--- config.mk ---
export PLATFORM = sky130hd
export DESIGN_NAME = seq_ctrl_unit
export DESIGN_NICKNAME = d
export VERILOG_FILES = /design/src/rtl/seq_ctrl_unit.sv
export SDC_FILE = /design/constraint.sdc
export NUM_CORES = 1
export LEC_CHECK = 0
export CELL_PAD_IN_SITES_DETAIL_PLACEMENT = 0
export CELL_PAD_IN_SITES_GLOBAL_PLACEMENT = 1
export CORE_MARGIN = 4
export CORE_UTILIZATION = 28
export CTS_CLUSTER_DIAMETER = 30
export DETAILED_ROUTE_END_ITERATION = 10
export PLACE_DENSITY = 0.89
export RECOVER_POWER = 50
export SKIP_CTS_REPAIR_TIMING = 1
export SYNTH_ARGS = -nofsm -noshare
export SYNTH_HDL_FRONTEND = slang
export SYNTH_SLANG_ARGS = --single-unit
--- constraint.sdc ---
create_clock -name Clk -period 1.7 [get_ports Clk]
set_clock_uncertainty 0.15 [all_clocks]
set_input_delay 0.255 -clock Clk [delete_from_list [all_inputs] [get_ports Clk]]
set_output_delay 0.255 -clock Clk [all_outputs]
set_load 0.05 [all_outputs]
--- src/rtl/seq_ctrl_unit.sv ---
// seq_ctrl_unit
// Clocked sequencing control unit sitting between the instruction fetch path
// and the ALU / register / data-memory / LFSR datapath. It keeps its own decode
// state, a copy of the previous instruction word (so operand words in TGT/IMM
// can be interpreted) and the compare-flag register. It also provides a sticky
// halt/Ack handshake with restart and a sticky illegal-opcode flag.
//
// Ports
//   Clk, Reset_n        clock, asynchronous active-low reset
//   InstrValid          instruction word valid; low stalls all state
//   Instruction[IW]     current instruction or operand word
//   AluFlags[3]         {Z, EQ, GT} from the ALU, captured by CMP
//   Start               releases HALT
//   BranchEn, PcSkip, BranchTarget          program-counter control
//   MemAddrCtrl, MemValueCtrl, MemWrEn,
//   MemoryTarget                            data-memory control
//   AccLoadEn, RegLoadEn, AccClr, RegClr    accumulator / mem-reg control
//   OPCode, ALUInput, ImmediateOut          ALU operation and B-source select
//   LFSRSetState, LFSRSetTapPtrn, LFSRShift LFSR control
//   CmpFlags, Ack, IllegalOp, StateOut      status / debug
module seq_ctrl_unit #(
  parameter int IW = 9,
  parameter int DW = 8,
  parameter int AW = 8,
  parameter int PW = 9
) (
  input  logic          Clk,
  input  logic          Reset_n,
  input  logic          InstrValid,
  input  logic [IW-1:0] Instruction,
  input  logic [2:0]    AluFlags,
  input  logic          Start,
  output logic          BranchEn,
  output logic          PcSkip,
  output logic [PW-1:0] BranchTarget,
  output logic          MemAddrCtrl,
  output logic          MemValueCtrl,
  output logic          MemWrEn,
  output logic [AW-1:0] MemoryTarget,
  output logic          AccLoadEn,
  output logic          RegLoadEn,
  output logic          AccClr,
  output logic          RegClr,
  output logic [2:0]    OPCode,
  output logic [1:0]    ALUInput,
  output logic [DW-1:0] ImmediateOut,
  output logic          LFSRSetState,
  output logic          LFSRSetTapPtrn,
  output logic          LFSRShift,
  output logic [2:0]    CmpFlags,
  output logic          Ack,
  output logic          IllegalOp,
  output logic [1:0]    StateOut
);

  typedef enum logic [1:0] {REG = 2'b00, TGT = 2'b01, IMM = 2'b10, HALT = 2'b11} state_t;
  typedef enum logic [2:0] {
    OP_ADD = 3'd0, OP_SUB = 3'd1, OP_AND = 3'd2, OP_OR = 3'd3, OP_XOR = 3'd4, OP_XORA = 3'd5
  } aluop_t;

  typedef struct packed {
    logic       legal;
    logic [2:0] opc;
    logic       accLd;
    logic       regLd;
  } math_t;

  state_t        state, nextState;
  logic [IW-1:0] prevInstr;
  math_t         curMath, prevMath;
  logic          setIllegal, setAck, doCmp, strobeEn;
  logic          brEn, skip, wrEn, accLd, regLd, accClr, regClr, lfsrSt, lfsrTap, lfsrSh;

  // Field views of the current and previous instruction words
  logic       curClass, prevClass;
  logic [3:0] curOp, prevOp, curSub, prevSub;
  logic [1:0] curArg;

  assign curClass  = Instruction[IW-1];
  assign curOp     = Instruction[IW-2:IW-5];
  assign curArg    = Instruction[3:2];
  assign curSub    = Instruction[3:0];
  assign prevClass = prevInstr[IW-1];
  assign prevOp    = prevInstr[IW-2:IW-5];
  assign prevSub   = prevInstr[3:0];

  // Math op map shared by REG (execute now), TGT and IMM; legal=0 marks holes
  function automatic math_t mathDecode(input logic [3:0] op);
    math_t m;
    m = '{legal: 1'b1, opc: OP_ADD, accLd: 1'b1, regLd: 1'b0};
    case (op)
      4'b0001: m.opc = OP_ADD;
      4'b0010: m.opc = OP_SUB;
      4'b0011: begin m.opc = OP_ADD; m.accLd = 1'b0; m.regLd = 1'b1; end
      4'b0101: m.opc = OP_AND;
      4'b0110: m.opc = OP_OR;
      4'b0111: m.opc = OP_XOR;
      4'b1000: m.opc = OP_XORA;
      default: begin m.legal = 1'b0; m.accLd = 1'b0; end
    endcase
    return m;
  endfunction

  // Branch conditions evaluate the registered flags {Z, EQ, GT}
  function automatic logic branchTaken(input logic [2:0] cond, input logic [2:0] f);
    logic z, eq, gt;
    {z, eq, gt} = f;
    case (cond)
      3'b000:  return 1'b1;
      3'b001:  return z;
      3'b010:  return gt;
      3'b011:  return gt | eq;
      3'b100:  return ~gt & ~eq;
      3'b101:  return ~gt;
      3'b110:  return eq;
      default: return ~eq;
    endcase
  endfunction

  // Combinational decode: raw strobes and next state come from state, the
  // current word and the latched previous word; strobes are gated afterwards
  always_comb begin
    curMath      = mathDecode(curOp);
    prevMath     = mathDecode(prevOp);
    nextState    = state;
    setIllegal   = 1'b0;
    setAck       = 1'b0;
    doCmp        = 1'b0;
    brEn = 1'b0; skip = 1'b0; wrEn = 1'b0; accLd = 1'b0; regLd = 1'b0;
    accClr = 1'b0; regClr = 1'b0; lfsrSt = 1'b0; lfsrTap = 1'b0; lfsrSh = 1'b0;
    BranchTarget = '0;
    MemoryTarget = Instruction[AW-1:0];
    ImmediateOut = Instruction[DW-1:0];
    OPCode       = OP_ADD;
    ALUInput     = 2'b00;
    MemAddrCtrl  = 1'b0;
    MemValueCtrl = 1'b0;
    case (state)
      REG: begin
        if (curClass) begin
          // Only op[3]=1 encodes a condition; the lower half is unused
          if (!curOp[3])
            setIllegal = 1'b1;
          else if (branchTaken(curOp[2:0], CmpFlags))
            nextState = TGT;
          else
            skip = 1'b1;
        end else if (curOp == 4'b0000) begin
          case (curSub)
            4'b0000: ;
            4'b0001: accClr  = 1'b1;
            4'b0010: regClr  = 1'b1;
            4'b0011: lfsrSt  = 1'b1;
            4'b0100: lfsrTap = 1'b1;
            4'b0101: lfsrSh  = 1'b1;
            4'b1000: doCmp   = 1'b1;
            4'b1100, 4'b1101: nextState = TGT;
            4'b1110: begin MemValueCtrl = 1'b1; wrEn = 1'b1; end
            4'b1111: begin setAck = 1'b1; nextState = HALT; end
            default: setIllegal = 1'b1;
          endcase
        end else if (!curMath.legal) begin
          setIllegal = 1'b1;
        end else begin
          case (curArg)
            2'b00: begin
              OPCode = curMath.opc;
              accLd  = curMath.accLd;
              regLd  = curMath.regLd;
            end
            2'b01:   nextState = TGT;
            2'b10:   nextState = IMM;
            default: setIllegal = 1'b1;
          endcase
        end
      end
      TGT: begin
        nextState = REG;
        if (prevClass) begin
          brEn         = 1'b1;
          BranchTarget = Instruction[PW-1:0];
        end else begin
          MemAddrCtrl = 1'b1;
          ALUInput    = 2'b01;
          if (prevOp == 4'b0000) begin
            if (prevSub == 4'b1100) begin
              MemValueCtrl = 1'b1;
              wrEn         = 1'b1;
            end else if (prevSub == 4'b1101) begin
              wrEn = 1'b1;
            end
          end else begin
            OPCode = prevMath.opc;
            accLd  = prevMath.accLd;
            regLd  = prevMath.regLd;
          end
        end
      end
      IMM: begin
        nextState = REG;
        ALUInput  = 2'b10;
        OPCode    = prevMath.opc;
        accLd     = prevMath.accLd;
        regLd     = prevMath.regLd;
      end
      default: begin
        if (Start) nextState = REG;
      end
    endcase
  end

  // Strobes only fire on a valid word, outside HALT and outside reset
  assign strobeEn       = InstrValid && Reset_n && (state != HALT);
  assign BranchEn       = strobeEn & brEn;
  assign PcSkip         = strobeEn & skip;
  assign MemWrEn        = strobeEn & wrEn;
  assign AccLoadEn      = strobeEn & accLd;
  assign RegLoadEn      = strobeEn & regLd;
  assign AccClr         = strobeEn & accClr;
  assign RegClr         = strobeEn & regClr;
  assign LFSRSetState   = strobeEn & lfsrSt;
  assign LFSRSetTapPtrn = strobeEn & lfsrTap;
  assign LFSRShift      = strobeEn & lfsrSh;
  assign StateOut       = state;

  // State and status registers; everything waits for a valid word except the
  // HALT exit, which follows Start even while the fetch side is stalled
  always_ff @(posedge Clk or negedge Reset_n) begin
    if (!Reset_n) begin
      state     <= REG;
      prevInstr <= '0;
      CmpFlags  <= 3'b000;
      Ack       <= 1'b0;
      IllegalOp <= 1'b0;
    end else if (state == HALT) begin
      if (Start) begin
        state <= REG;
        Ack   <= 1'b0;
      end
      if (InstrValid) prevInstr <= Instruction;
    end else if (InstrValid) begin
      state     <= nextState;
      prevInstr <= Instruction;
      if (doCmp)      CmpFlags  <= AluFlags;
      if (setIllegal) IllegalOp <= 1'b1;
      if (setAck)     Ack       <= 1'b1;
    end
  end

endmodule

# After elaboration in Yosys (flattened, before gate mapping)
# Index checks and enable logic that the tools add are counted.
# totals
regBits	16
out_inout_bits	49
# classes
bitwise_logic	15
muxes	106
reduce_logical	21
eq_ne	44
# op_table
cell	n
1-bit two-way mux	78
4-bit == test, second input constant	9
4-bit by 3-bit == test with 1-bit output, second input constant	8
3-bit case mux with 5 select lines	2
4-bit by 2-bit == test with 1-bit output, second input constant	6
3-bit two-way mux	6
9-bit two-way mux	2
2-bit two-way mux	8
2-bit case mux with 2 select lines	4
4-bit by 1-bit == test with 1-bit output, second input constant	3
4-bit logical NOT	3
6-bit by 4-bit inequality test with 1-bit output, second input constant	2
6-bit OR reduction	2
1-bit AND	11
11-bit OR reduction	1
3-bit == test, second input constant	3
3-bit case mux with 3 select lines	1
3-bit AND reduction	3
4-bit inequality test, second input constant	2
1-bit case mux with 7 select lines	1
7-bit OR reduction	1
2-bit == test, second input constant	3
3-bit by 2-bit == test with 1-bit output, second input constant	2
1-bit case mux with 3 select lines	2
14 further kinds	23

# Longest topological paths before layout
# logic_depth
word_depth	12
ltp_mapped	6

# Worst setup path after synthesis
# No wires, ideal clock.
# synth_path
path_kind	register to output
from	register state[1] (netlist: StateOut[1])
to	output port RegLoadEn
path_stages_with_launch	7
required_ps	1295
path_buffers	1
arrival_ps	3082
path_slack_ps	-1787
cell_sequence	dfrtp_1 > buf_4 > inv_1 > nor2_1 > nor2_1 > or4_1 > a21oi_1
# synth_via
elab_chain_cells	3
# synth_rtl
element	line_no	text
start: declaration	68	state_t state, nextState;
start signal: assignment	242	state <= nextState;
2-bit == test (tied with other cells)	138	case (state)
1-bit case mux with 3 select lines / 1-bit logical AND (equally long branches)	138, 213	
1-bit AND *	218	assign RegLoadEn = strobeEn & regLd;
end: declaration	41	output logic RegLoadEn,
# Every way passes the cells marked *; elsewhere a longest branch is shown, timed or not.

# Worst setup path in the final report
# layout_path
from	register state[0] (netlist: StateOut[0])
to	output port RegLoadEn
# The elaborated chain is that of the path after synthesis.

==> out/results.ini <==
[outcome]
status = finished with violations
violations = setup timing

[min_path]
min_path_cells = 1
holdCritStartpoint = IllegalOp
hold_class = flop to flop

[pwr]
combPwrFrac_pct = 72.1
pwr-share-seq_pct = 16.9
power_leakage_nw = 1.42
p_sw_share_pct = 44.0
p_per_area_nw_per_um2 = 929
internal-power_w = 0.00178
power.switching_w = 0.00140
clkPwrFrac_pct = 10.9
ir_drop_mv = 0.529

[worst_setup_path]
r2r-start = StateOut[1]
end_kind = primary output
path_buf_inv = 1
crit_path_max_fanout = 6
path_cells = nor3_4 > nand2_2 > or4_4 > a21oi_4 > buf_12
slowest_delay_ps = 510
crit_type = flop to primary output
critPathLaunchType = flop
critical_path.slowest_cell = or4_4
ff2ff_path_depth = 6
cp.required_ps = 1290
cp.arrival_ps = 1850
startpoint = StateOut[0]
critical_path.top_delay_family = simple AND/OR/NAND/NOR gates
cp_num_cells = 5

[die]
die_w_um = 82.1
core_area_um2 = 5200
start_util_pct = 29.5
io_pins = 65
rows = 26
fp.dieH_um = 82.1
die_area_um2 = 6740

[clock_network]
cts_root_buffer = clkbuf_8
cts_tree = done
cts.sinks = 16
clockBufferDepth = 2
clk_latency_ps = 260
htree_levels = 1
numCtsBuffers = 3
path_clk_slew_ps = 70

[sta]
relSlewSlack_pct = 58.1
drv_slew = 0
fin_crit_ps = 2250
hold_slack_ps = 323
fin_ws_ps = -550
rsz0062_at_grt = yes
worst_pin_slew_ps = 629
finalSetupViolCount = 32
final-hold-violation-count = 0
fmax_mhz = 444
post-route-period-util_pct = 132

[yosys]
synthTopCellsByArea = dfrtp_1, buf_4, mux2_2
yosysMostFrequentCell = nor2_1
ys_ff_latch = 16
synth_mux_area_share_pct = 11.0
avgSynthCellArea_um2 = 8.64
synthCells = 178
syn_nets = 198
synth_fa_ha_area_share_pct = 3.25
synth-edff-count = 0
ys_seq_area_share_pct = 26.0
synth_top_cell_by_area = dfrtp_1
ys.flop_type = dfrtp_1
async_reset_ff_share_pct = 100
synth_common_cells = nor2_1, buf_4, dfrtp_1
synth-compound-area-share_pct = 15.5
netlist_area_um2 = 1540
synthSimpleGateAreaFrac_pct = 27.3
synth_top_area_share_pct = 26.0
synth_top_family_by_area = simple AND/OR/NAND/NOR gates
yosys_warnings = 0
yosysUniqueCellTypes = 49
synthXorXnorAreaFrac_pct = 1.71

[global_routing]
grt-ovfl-total = 0
grt_pass1_wl_um = 8780
first_global_vias = 1843
grt_max_degree = 15
antenna_found_initial = 0
grt_use_total_pct = 16.9

[layout]
final_core_util_pct = 65.8
antenna-diode-count = 0
drive_above_1_share_pct = 68.2
fin_area_um2 = 3420
syn_to_final_growth_pct = 123
fin_nets = 307
n_fill_cell = 403

[run]
maxCapViolCount = 0

[route]
viasPerCell = 4.87
drt_first_pass_iters = 4
drc = 0
ant_nets = 0
num_vias = 1734
routed_wl_um = 5660
wl_per_cell_um = 15.9
drt_iter0_drc = 46

[placed_design]
post_dp_cell_area_um2 = 3240
dpl.hpwl_um = 4500
gp_congestion = 0.866
port_buffers = 64

## power by group through the flow
stage	Combinational [W]	Clock [W]	Sequential [W]
3_3_place_gp	0.00215	0	0.000531
2_1_floorplan	0.00103	0	0.000600
4_1_cts	0.00219	0.000348	0.000528
6_report	0.00229	0.000348	0.000538
5_1_grt	0.00240	0.000369	0.000550
3_5_place_dp	0.00218	0	0.000534
## cell families after synthesis
logic type	Yosys count
xor gates and xnor gates	3
adders and majority gates	4
DFF	16
and+or+nand+nor	68
AOI/OAI and AO/OA	36
buffers and inverters	37
muxes	14
## per-layer routing
metal / vias up / part of all wire, % / track usage, %
li1: 833 / - / -
met2: 58 / 52 / 30.5
met1: 836 / 41 / 20.7
met5: - / 0 / 0
met3: 7 / 5.5 / 2.17
met4: 0 / 1.8 / 5.65
## per-stage QoR
| stage | power (W) | setup TNS (ps) | setup slack, ps | cells |
|---|---|---|---|---|
| global route | 0.00332 | -11850 | -600 | 356 |
| floorplan | 0.00163 | -9530 | -898 | 178 |
| global placement | 0.00268 | -12010 | -647 | 345 |
| finish | 0.00318 | -9590 | -550 | 356 |
| detailed placement | 0.00271 | -13410 | -704 | 345 |
| CTS | 0.00306 | -13720 | -711 | 349 |
## worst paths after layout
kind / to / slack [ps]
setup / recovery: RegLoadEn / -550
hold / removal: IllegalOp / 320
max in group asynchronous: prevInstr[7] / 430
min in group asynchronous: IllegalOp / 360
hold reg to reg: IllegalOp / 320
setup reg to reg: CmpFlags[0] / -150
## flip-flops by register name (all words and copies together), names as in the netlist
| register | cells |
|---|---|
| StateOut | 2 |
| Ack | 1 |
| CmpFlags | 3 |
| prevInstr | 9 |
| IllegalOp | 1 |
## cell type report
type                            instances  area, um2  share of cell area [%]
Multi-Input combinational cell        125       1240                    36.3
Tap cell                               70       87.6                    2.56
Timing Repair Buffer                  131       1590                    46.5
Clock buffer                            4       55.1                    1.61
Inverter                               10       37.5                    1.10
Sequential cell                        16        408                    11.9
## placed cells by master (no fill, tap or decap), drive strengths merged, types with 3 or more instances in the layout
master / n
clkdlybuf4s50: 8
buf: 107
nand2b: 3
o21ai: 7
a31oi: 5
mux2: 14
clkbuf: 15
ha: 4
nor3: 8
dlymetal6s2s: 4
a21oi: 8
dfrtp: 16
inv: 10
nand3: 8
and2: 5
nor2: 21
o22ai: 3
nand2: 7
Power figures use the tool's default switching activity.
==> patch: new RTL, config.mk and constraints unchanged <==
The parameter `IW` goes from 9 to 11.
--- a/src/rtl/seq_ctrl_unit.sv
+++ b/src/rtl/seq_ctrl_unit.sv
@@ -21,3 +21,3 @@
 module seq_ctrl_unit #(
-  parameter int IW = 9,
+  parameter int IW = 11,
   parameter int DW = 8,
Interface: changed (resized Instruction); port bits go from 65 to 67. No check against the original RTL was run, so the function may have changed too.
==> patch against the unedited design <==
The run still ends with setup timing left. Sequential share of layout area increased by 0.13 points. Combinational power is 16% lower. Power fell by 13%. Setup slack improved by 0.043 ns. Global-route usage is 0.54 points higher. Non-clock buffer count up 1. Sequential cell count is the same. Worst hold slack better by 0.0032 ns. Routed wire length is 2.5% higher. First-iteration DRC count increased by 65%. Via count increased by 2.7%. Cell area fell by 1.4%. Synthesized area down 2.8%. Highest routed layer unchanged.
==> patch: results (changes against the unedited design) <==
{| class="wikitable"
! Metric !! Value
|-
| Fraction of the mapped netlist area in adder cells || 3.35% (+0.095 points)
|-
| Met1 usage || 21.5% (+0.81 points)
|-
| Arrival time of the worst setup path || 1.80 ns (-0.05 ns)
|-
| Average routed wire per standard cell || 16.3 um (+2.5%)
|-
| Post-synthesis sequential area ratio || 26.8% (+0.76 points)
|-
| Routability-driven placement congestion ratio || 0.863 (-0.38%)
|-
| Outcome || complete, but fails checks
|-
| Synthesized-area fraction occupied by xor and xnor cells || 1.17% (-0.54 points)
|-
| GR Layer Usage met3 || 2.00% (-0.17 points)
|-
| Final setup violation count || 30 (-6.3%)
|-
| Most used standard cells in the synthesized netlist || sky130_fd_sc_hd__nor2_1, sky130_fd_sc_hd__buf_4, sky130_fd_sc_hd__dfrtp_1
|-
| Worst vdd ir || 0.551 mV (+4.2%)
|-
| Final worst-path setup slack || -0.507 ns (+0.0431 ns)
|-
| Share of post-route cells with drive strength above 1 || 62.9% (-5.2 points)
|-
| Setup TNS || -8.89 ns (+0.705 ns)
|-
| DRT iter0 DRCs || 76 (+65%)
|-
| Failing checks || setup timing
|-
| Leakage || 1.41 nW (-0.87%)
|-
| Mux contribution to synthesized area || 11.2% (+0.24 points)
|-
| Count of nets after finishing || 309 (+0.65%)
|-
| Transition time of the tightest slew-check pin || 0.617 ns (-0.0119 ns)
|-
| Routed met1 length || 2180 um (-6.4%)
|-
| Met3 wire len || 334 um (+8.1%)
|-
| Buffers on Ports || 66 (+3.1%)
|-
| Global-route wire length before repair || 8830 um (+0.56%)
|-
| Cell types occupying the most area after synthesis || sky130_fd_sc_hd__dfrtp_1, sky130_fd_sc_hd__buf_4, sky130_fd_sc_hd__mux2_2
|-
| DP HPWL || 4640 um (+3.2%)
|-
| Count of unique library cells instantiated by Yosys || 51 (+4.1%)
|-
| Minimum setup slack after placement || -0.711 ns (-0.00751 ns)
|-
| Tot GR Track Use || 17.5% (+0.54 points)
|-
| Met2 capacity usage during global routing || 31.5% (+1.1 points)
|}
==> patch: power by group <==
part	switching (mW)	leakage, nW	internal, mW	total (mW)
clock network	0.147	0.0288	0.206	0.353
registers	0.0606	0.188	0.429	0.489
logic	1.01	1.19	0.904	1.92
total	1.22	1.41	1.54	2.76
==> patch: path summary, 6_finish.rpt <==
kind	endpoint	slack (ns)	start
setup reg to reg	CmpFlags[1]	-0.12	StateOut[0]
max in group asynchronous	StateOut[0]	0.43	Reset_n
hold reg to reg	IllegalOp	0.33	IllegalOp
hold / removal	IllegalOp	0.33	IllegalOp
setup / recovery	RegLoadEn	-0.51	StateOut[1]
min in group asynchronous	prevInstr[8]	0.45	Reset_n
==> patch: cell type report <==
cell class              instances  share of cell area, %
flip-flops and latches         16                   12.0
multi-input cells             124                   35.3
repair buffers                132                   47.0
clock buffers                   4                   1.63
well taps                      70                   2.59
inverters                      10                   1.41
==> patch: kinds of logic (layout without fill, tap and decap cells) <==
group | after synthesis | after routing
flops | 16 | 16
simple gates | 68 | 68
fa+ha+maj | 4 | 4
mux | 14 | 14
xor+xnor | 2 | 2
compound gates | 36 | 36
buf+inv | 36 | 146
==> patch: critical path, stage by stage, from the launching register on <==
cell and delay [ns]:
sky130_fd_sc_hd__dfrtp_2 0.42, sky130_fd_sc_hd__buf_6 0.14, sky130_fd_sc_hd__nor3_4 0.15, sky130_fd_sc_hd__nor2_2 0.06, sky130_fd_sc_hd__or4_4 0.43, sky130_fd_sc_hd__a21oi_4 0.18, sky130_fd_sc_hd__buf_12 0.15
==> patch: stage by stage <==
step           area (um2)  cells
6_report             3380    356
5_1_grt              3380    356
4_1_cts              3230    353
3_5_place_dp         3180    349
3_3_place_gp         3180    349
2_1_floorplan        1680    176
